## config.mk

```make
export PLATFORM = sky130hd
export DESIGN_NAME = alu
export DESIGN_NICKNAME = d
export VERILOG_FILES = /design/src/rtl/alu.sv
export SDC_FILE = /design/constraint.sdc
export NUM_CORES = 2
export LEC_CHECK = 0
export CORE_MARGIN = 4
export CORE_UTILIZATION = 34
export DETAILED_ROUTE_END_ITERATION = 6
export PLACE_DENSITY = 0.49
export SETUP_SLACK_MARGIN = 0.05
export SYNTH_ARGS = -nofsm -noshare
export SYNTH_HDL_FRONTEND = slang
export SYNTH_SLANG_ARGS = --single-unit
export TNS_END_PERCENT = 20
```

## constraint.sdc

```tcl
create_clock -name clk -period 46.2 [get_ports clk]
set_input_delay 4.62 -clock clk [delete_from_list [all_inputs] [get_ports clk]]
set_output_delay 4.62 -clock clk [all_outputs]
set_load 0.01 [all_outputs]
```

## src/rtl/alu.sv

```systemverilog
// Signed W-bit ALU with a registered result accumulator and registered Z/N/C/V flags.
// One operation is accepted per clock; results and flags appear one cycle after sampling.
module alu #(
    parameter int W = 16
) (
    input  logic         clk,
    input  logic         rst,
    input  logic [4:0]   alu_op,
    input  logic [W-1:0] operandA,
    input  logic [W-1:0] operandB,
    output logic [W-1:0] resultAccumulator,
    output logic [3:0]   flags
);

    typedef enum logic [4:0] {
        OP_NOP = 5'b00000,
        OP_ADD = 5'b00001,
        OP_SUB = 5'b00010,
        OP_MUL = 5'b00011,
        OP_DIV = 5'b00100,
        OP_MOD = 5'b00101,
        OP_AND = 5'b00110,
        OP_OR  = 5'b00111,
        OP_XOR = 5'b01000,
        OP_NOT = 5'b01001,
        OP_LSL = 5'b01010,
        OP_LSR = 5'b01011,
        OP_ASR = 5'b01100,
        OP_ROL = 5'b01101,
        OP_ROR = 5'b01110,
        OP_CMP = 5'b01111,
        OP_TST = 5'b10000,
        OP_INC = 5'b10001,
        OP_DEC = 5'b10010,
        OP_MOV = 5'b10011,
        OP_NEG = 5'b10100
    } alu_op_e;

    localparam logic [W-1:0] WIDTH_V  = W'(W);
    localparam logic [W-1:0] ZERO_V   = {W{1'b0}};
    localparam logic [W-1:0] ONE_V    = {{(W-1){1'b0}}, 1'b1};
    localparam logic [W-1:0] ONES_V   = {W{1'b1}};
    localparam logic [W-1:0] MIN_NEG  = {1'b1, {(W-1){1'b0}}};

    // Pack {Z, N, C, V} from a W-bit value and the op-specific carry/overflow.
    function automatic logic [3:0] flags_of(input logic [W-1:0] value, input logic c, input logic v);
        flags_of = {(value == ZERO_V), value[W-1], c, v};
    endfunction

    logic [W-1:0]          result_r;
    logic [3:0]            flags_r;
    logic [W-1:0]          next_result_s;
    logic [3:0]            next_flags_s;

    logic [W-1:0]          add_b_s;
    logic [W-1:0]          sub_a_s;
    logic [W-1:0]          sub_b_s;
    logic [W:0]            add_s;
    logic [W:0]            sub_s;
    logic                  add_v_s;
    logic                  sub_v_s;

    logic signed [2*W-1:0] prod_s;
    logic                  mul_ovf_s;

    logic                  div_zero_s;
    logic                  div_ovf_s;
    logic [W-1:0]          div_b_s;
    logic signed [W-1:0]   quot_s;
    logic signed [W-1:0]   rem_s;

    logic                  shift_big_s;
    logic [W:0]            lsl_s;
    logic [W:0]            lsr_s;
    logic signed [W:0]     asr_s;
    logic [W-1:0]          rot_amt_s;
    logic [W-1:0]          rol_s;
    logic [W-1:0]          ror_s;

    // Adder/subtractor operand selection shared by ADD/INC and SUB/CMP/DEC/NEG.
    always_comb begin
        add_b_s = operandB;
        sub_a_s = operandA;
        sub_b_s = operandB;
        if (alu_op == OP_INC) begin
            add_b_s = ONE_V;
        end else begin
            add_b_s = operandB;
        end
        case (alu_op)
            OP_DEC: begin
                sub_a_s = operandA;
                sub_b_s = ONE_V;
            end
            OP_NEG: begin
                sub_a_s = ZERO_V;
                sub_b_s = operandA;
            end
            default: begin
                sub_a_s = operandA;
                sub_b_s = operandB;
            end
        endcase
    end

    // The extra MSB of add_s is the carry-out; of sub_s, the unsigned borrow.
    assign add_s   = {1'b0, operandA} + {1'b0, add_b_s};
    assign sub_s   = {1'b0, sub_a_s} - {1'b0, sub_b_s};
    assign add_v_s = (operandA[W-1] == add_b_s[W-1]) && (add_s[W-1] != operandA[W-1]);
    assign sub_v_s = (sub_a_s[W-1] != sub_b_s[W-1]) && (sub_s[W-1] != sub_a_s[W-1]);

    assign prod_s    = $signed({{W{operandA[W-1]}}, operandA}) * $signed({{W{operandB[W-1]}}, operandB});
    assign mul_ovf_s = !((&prod_s[2*W-1:W-1]) || !(|prod_s[2*W-1:W-1]));

    // Divide-by-zero and MIN/-1 are handled explicitly, so the divider always sees a safe divisor.
    assign div_zero_s = (operandB == ZERO_V);
    assign div_ovf_s  = (operandA == MIN_NEG) && (operandB == ONES_V);
    assign div_b_s    = (div_zero_s || div_ovf_s) ? ONE_V : operandB;
    assign quot_s     = $signed(operandA) / $signed(div_b_s);
    assign rem_s      = $signed(operandA) % $signed(div_b_s);

    // One guard bit on each shifter captures the last bit shifted out.
    assign shift_big_s = (operandB >= WIDTH_V);
    assign lsl_s       = {1'b0, operandA} << operandB;
    assign lsr_s       = {operandA, 1'b0} >> operandB;
    assign asr_s       = $signed({operandA, 1'b0}) >>> operandB;
    assign rot_amt_s   = operandB % WIDTH_V;
    assign rol_s       = (operandA << rot_amt_s) | (operandA >> (WIDTH_V - rot_amt_s));
    assign ror_s       = (operandA >> rot_amt_s) | (operandA << (WIDTH_V - rot_amt_s));

    // Next-state selection; anything not written holds its current value.
    always_comb begin
        next_result_s = result_r;
        next_flags_s  = flags_r;
        case (alu_op)
            OP_ADD, OP_INC: begin
                next_result_s = add_s[W-1:0];
                next_flags_s  = flags_of(add_s[W-1:0], add_s[W], add_v_s);
            end
            OP_SUB, OP_DEC, OP_NEG: begin
                next_result_s = sub_s[W-1:0];
                next_flags_s  = flags_of(sub_s[W-1:0], sub_s[W], sub_v_s);
            end
            OP_CMP: begin
                next_flags_s = flags_of(sub_s[W-1:0], sub_s[W], sub_v_s);
            end
            OP_MUL: begin
                next_result_s = prod_s[W-1:0];
                next_flags_s  = flags_of(prod_s[W-1:0], mul_ovf_s, mul_ovf_s);
            end
            OP_DIV: begin
                if (div_zero_s) begin
                    next_result_s = ZERO_V;
                    next_flags_s  = 4'b1001;
                end else if (div_ovf_s) begin
                    next_result_s = MIN_NEG;
                    next_flags_s  = flags_of(MIN_NEG, 1'b0, 1'b1);
                end else begin
                    next_result_s = quot_s;
                    next_flags_s  = flags_of(quot_s, 1'b0, 1'b0);
                end
            end
            OP_MOD: begin
                if (div_zero_s) begin
                    next_result_s = ZERO_V;
                    next_flags_s  = 4'b1001;
                end else begin
                    next_result_s = rem_s;
                    next_flags_s  = flags_of(rem_s, 1'b0, 1'b0);
                end
            end
            OP_AND: begin
                next_result_s = operandA & operandB;
                next_flags_s  = flags_of(operandA & operandB, 1'b0, 1'b0);
            end
            OP_OR: begin
                next_result_s = operandA | operandB;
                next_flags_s  = flags_of(operandA | operandB, 1'b0, 1'b0);
            end
            OP_XOR: begin
                next_result_s = operandA ^ operandB;
                next_flags_s  = flags_of(operandA ^ operandB, 1'b0, 1'b0);
            end
            OP_NOT: begin
                next_result_s = ~operandA;
                next_flags_s  = flags_of(~operandA, 1'b0, 1'b0);
            end
            OP_TST: begin
                next_flags_s = flags_of(operandA & operandB, 1'b0, 1'b0);
            end
            OP_MOV: begin
                next_result_s = operandB;
                next_flags_s  = flags_of(operandB, 1'b0, 1'b0);
            end
            OP_LSL: begin
                if (operandB == ZERO_V) begin
                    next_result_s = operandA;
                    next_flags_s  = flags_of(operandA, 1'b0, 1'b0);
                end else if (shift_big_s) begin
                    next_result_s = ZERO_V;
                    next_flags_s  = flags_of(ZERO_V, 1'b0, 1'b0);
                end else begin
                    next_result_s = lsl_s[W-1:0];
                    next_flags_s  = flags_of(lsl_s[W-1:0], lsl_s[W], 1'b0);
                end
            end
            OP_LSR: begin
                if (operandB == ZERO_V) begin
                    next_result_s = operandA;
                    next_flags_s  = flags_of(operandA, 1'b0, 1'b0);
                end else if (shift_big_s) begin
                    next_result_s = ZERO_V;
                    next_flags_s  = flags_of(ZERO_V, 1'b0, 1'b0);
                end else begin
                    next_result_s = lsr_s[W:1];
                    next_flags_s  = flags_of(lsr_s[W:1], lsr_s[0], 1'b0);
                end
            end
            OP_ASR: begin
                if (operandB == ZERO_V) begin
                    next_result_s = operandA;
                    next_flags_s  = flags_of(operandA, 1'b0, 1'b0);
                end else if (shift_big_s) begin
                    next_result_s = {W{operandA[W-1]}};
                    next_flags_s  = flags_of({W{operandA[W-1]}}, operandA[W-1], 1'b0);
                end else begin
                    next_result_s = asr_s[W:1];
                    next_flags_s  = flags_of(asr_s[W:1], asr_s[0], 1'b0);
                end
            end
            OP_ROL: begin
                if (rot_amt_s == ZERO_V) begin
                    next_result_s = operandA;
                    next_flags_s  = flags_of(operandA, 1'b0, 1'b0);
                end else begin
                    next_result_s = rol_s;
                    next_flags_s  = flags_of(rol_s, rol_s[0], 1'b0);
                end
            end
            OP_ROR: begin
                if (rot_amt_s == ZERO_V) begin
                    next_result_s = operandA;
                    next_flags_s  = flags_of(operandA, 1'b0, 1'b0);
                end else begin
                    next_result_s = ror_s;
                    next_flags_s  = flags_of(ror_s, ror_s[W-1], 1'b0);
                end
            end
            default: begin
                next_result_s = result_r;
                next_flags_s  = flags_r;
            end
        endcase
    end

    // Accumulator and flag registers; reset wins over any operation.
    always_ff @(posedge clk) begin
        if (rst) begin
            result_r <= ZERO_V;
            flags_r  <= 4'b0000;
        end else begin
            result_r <= next_result_s;
            flags_r  <= next_flags_s;
        end
    end

    assign resultAccumulator = result_r;
    assign flags             = flags_r;

endmodule

```

==> impl_metrics.tcl <==
set metrics [dict create \
    run_status "finished with violations" \
    failed_checks "DRC" \
    synth_cell_area_um2 28000 \
    crit_path_frequent_cell "ha_1" \
    hold_class "reg2reg" \
    p_leak_nw 13.1 \
    synth_warnings 0 \
    crit_end "resultAccumulator[6]$_SDFFE_PP0P_" \
    synth_largest_area_cell "fa_1" \
    worst-r2r-cell-count 9 \
    vdd_ir_drop_max_mv 0.142 \
    hold_viol 0 \
    syn_nets 4482 \
    drc 1 \
    initial_utilization 0.345 \
    worst_r2r_start "flags[3]$_SDFFE_PP0P_" \
    route.detailed.vias_per_inst 6.21 \
    power.total_mw 2.31 \
    clock_pin_slew_of_the_registers_on_the_worst_case_setup_and_hold_paths_ps 80 \
    flow.area_growth_from_synthesis_pct 7.78 \
    routabilityCongestion 1.01 \
    worstPathRequired_ps 46350 \
    final_layout_size_suffix_gt1_frac 0.0745 \
    grt_setup_unrepaired "false" \
    cp.arrival_ps 44200 \
    place_hpwl_mm 103 \
    pin_count_of_the_biggest_net_entering_global_routing 54 \
    timing.fmax_ghz 0.0227 \
    chipWidth_um 295 \
    cts.sink_count 20 \
    slew_headroom 0.186 \
    cp_slowest_stage_delay_ps 790 \
    worst_slew_pin_slew_ps 1210 \
    number_of_storage_elements_in_the_synthesis_netlist 20 \
    routedWlPerCell_um 27.0 \
    clockRootBuffer "clkbuf_16" \
    groute.usage.overall 0.297 \
    clock_skew_ps 0.0399 \
    synthCells 3886 \
    cts_hold_buf 0 \
    first_global_vias 29100 \
    r2r_slack_ps 43250 \
    core_area_um2 81100 \
    final_min_period_over_clock_period 0.954 \
    power_density_nw_per_um2 76.4 \
    critical_path.startpoint "operandA[1]" \
    timing.rr.end "flags[3]$_SDFFE_PP0P_" \
    dominantRegCellSynth "dfxtp_1" \
    grt_pass1_wl_mm 195 \
    clk-insertion-delay-late_ps 290 \
    chipHeight_um 295 \
    post-synth-top-area-fraction 0.189 \
    htree_num_levels 1 \
    dpl-instance-area_um2 30000 \
    dieArea_um2 87000 \
    dr.first_iter.drc_count 3594 \
    finalMaxSlewViolations 0 \
    detailroute.via_count 30500 \
    final_design_area_no_fill_um2 30200 \
    asyncSetResetFlopFracSynth 0 \
    floorplan.io_pins 59 \
    post_synth_main_area_contributors "fa_1 19%, ha_1 13%, nor2_1 6.9%" \
    portBuffers 58 \
    synth_seq_area_share 0.0143 \
    totalWireLength_mm 133 \
    fillerInstances 8716 \
    grt_antenna_before_repair 7 \
    period_needed_ps 44060 \
    critical_path.startpoint_type "input pin" \
    mapped_avg_cell_area_um2 7.21 \
    setup-tns-final_ps 0 \
    placement_row_count 104 \
    max_cap_viol_count 0 \
    synth-edff-count 0 \
    timing.final.setup_violations 0 \
    drtAntennaViolNets 0 \
    drtPass1Iterations 7 \
    fin_nets 4451 \
    overflow_left_after_global_routing 0 \
    max_clock_buf_depth 2 \
    worst-path-max-fanout 21 \
    tritoncts.num_buffers 3 \
    criticalPathCategory "in2reg" \
    timing.critical_path.slowest_stage_cell "a2111oi_0" \
    cp-end-kind "flip-flop" \
    yosys.cell_types.count 100 \
    tritoncts "built" \
]
## registers in the layout (all words and copies together) (netlist names)
register	flops
resultAccumulator	16
flags	4
## timing repair
item / in CTS / in global routing
endpoints found under the setup margin: 0 / 18
gates resized for setup: 0 / 20
buffers inserted: 0 / 4
## worst max-delay path: cells and delay by family
kind | cells | cell delay (ps)
buffers and inverters | 16 | 3750
AND/OR/NAND/NOR | 56 | 13950
adder cells (fa/ha/maj) | 18 | 5110
AO/OA/AOI/OAI | 57 | 14750
multiplexers | 4 | 1520
XOR/XNOR | 2 | 400
## per-layer routing
metal	part of all wire	track usage	wire, um	up-vias
met1	0.44	0.424	58200	14800
met2	0.41	0.433	54100	1640
li1	-	-	-	13700
met4	0.047	0.111	6290	4
met5	0.00078	0.00759	103	-
met3	0.11	0.0686	14000	320
## report_power, final
| part | switching [mW] | internal, mW |
|---|---|---|
| registers | 0.00435 | 0.0200 |
| clock network | 0.00993 | 0.0173 |
| logic | 1.40 | 0.853 |
| total | 1.42 | 0.890 |
## worst min-delay path by stage
stage                                        from                            endpoint  slack (ps)  cells past startpoint
6_report       resultAccumulator[10]$_SDFFE_PP0P_  resultAccumulator[10]$_SDFFE_PP0P_         460                      2
3_5_place_dp   resultAccumulator[10]$_SDFFE_PP0P_  resultAccumulator[10]$_SDFFE_PP0P_         450                      2
2_1_floorplan  resultAccumulator[11]$_SDFFE_PP0P_  resultAccumulator[11]$_SDFFE_PP0P_         480                      2
5_1_grt        resultAccumulator[10]$_SDFFE_PP0P_  resultAccumulator[10]$_SDFFE_PP0P_         490                      2
4_1_cts        resultAccumulator[10]$_SDFFE_PP0P_  resultAccumulator[10]$_SDFFE_PP0P_         460                      2
3_3_place_gp   resultAccumulator[10]$_SDFFE_PP0P_  resultAccumulator[10]$_SDFFE_PP0P_         440                      2
## synthesized netlist by cell type (all sizes together) (35+ instances only)
library cell,count
fa,265
nand2,332
o21a,40
inv,413
ha,292
xnor2,127
buf,61
nor2,518
xor2,54
a211oi,47
or3,40
a22oi,35
nand4,48
a21o,51
o211ai,55
a21oi,233
nor4,49
mux2i,59
a31oi,53
nand3,84
o21ai,187
nor3,88
clkbuf,146
mux2,48
## metrics by stage
stage	setup WS [ps]	hold slack, ps	instances	utilization
finish	2140	455	4916	0.372
global route	44.2	485	4914	0.372
CTS	896	457	4910	0.371
floorplan	5270	476	3886	-
global placement	1370	444	4906	0.370
detailed placement	679	448	4906	0.370
## cell type report
type | count | area, um2 | area share
Tap cell | 1060 | 1330 | 0.0439
Inverter | 423 | 1600 | 0.0529
Clock buffer | 3 | 75.1 | 0.00249
Clock inverter | 1 | 30.0 | 0.000995
Multi-Input combinational cell | 3236 | 25300 | 0.840
Antenna cell | 2 | 5.00 | 0.000166
Sequential cell | 20 | 400 | 0.0133
Timing Repair Buffer | 171 | 1400 | 0.0465
## cell usage in the layout, fill, tap and decap left out, types with 16 or more instances in the layout
cell,count
o2111ai_1,21
or3_1,39
a21oi_1,230
clkdlybuf4s50_1,53
o21a_1,40
o21bai_1,18
or2_2,27
or4_1,23
a21boi_0,16
inv_1,408
a221oi_1,32
nand4_1,45
o31ai_1,27
a22oi_1,35
nor3_1,79
nor2b_1,29
and2_1,32
xnor2_1,125
and3_1,25
nand3_1,82
a21o_1,51
xor2_1,53
fa_1,265
mux2_2,48
nor2_1,517
nand2b_1,21
o211ai_1,55
o21ai_0,182
a211oi_1,43
mux2i_1,59
o22ai_1,29
nand2_1,332
a31oi_1,53
buf_4,113
ha_1,292
dfxtp_1,20
nor4_1,39
## logic make-up after synthesis
group	count (synthesis)	share of synthesized area
flip-flops	20	0.0143
multiplexers	115	0.0468
buffers and inverters	630	0.0858
adder cells (fa/ha/maj)	557	0.320
AND/OR/NAND/NOR	1358	0.227
AO/OA/AOI/OAI	1024	0.248
XOR/XNOR	182	0.0577
No activity file was read; power rests on OpenSTA's default activity.
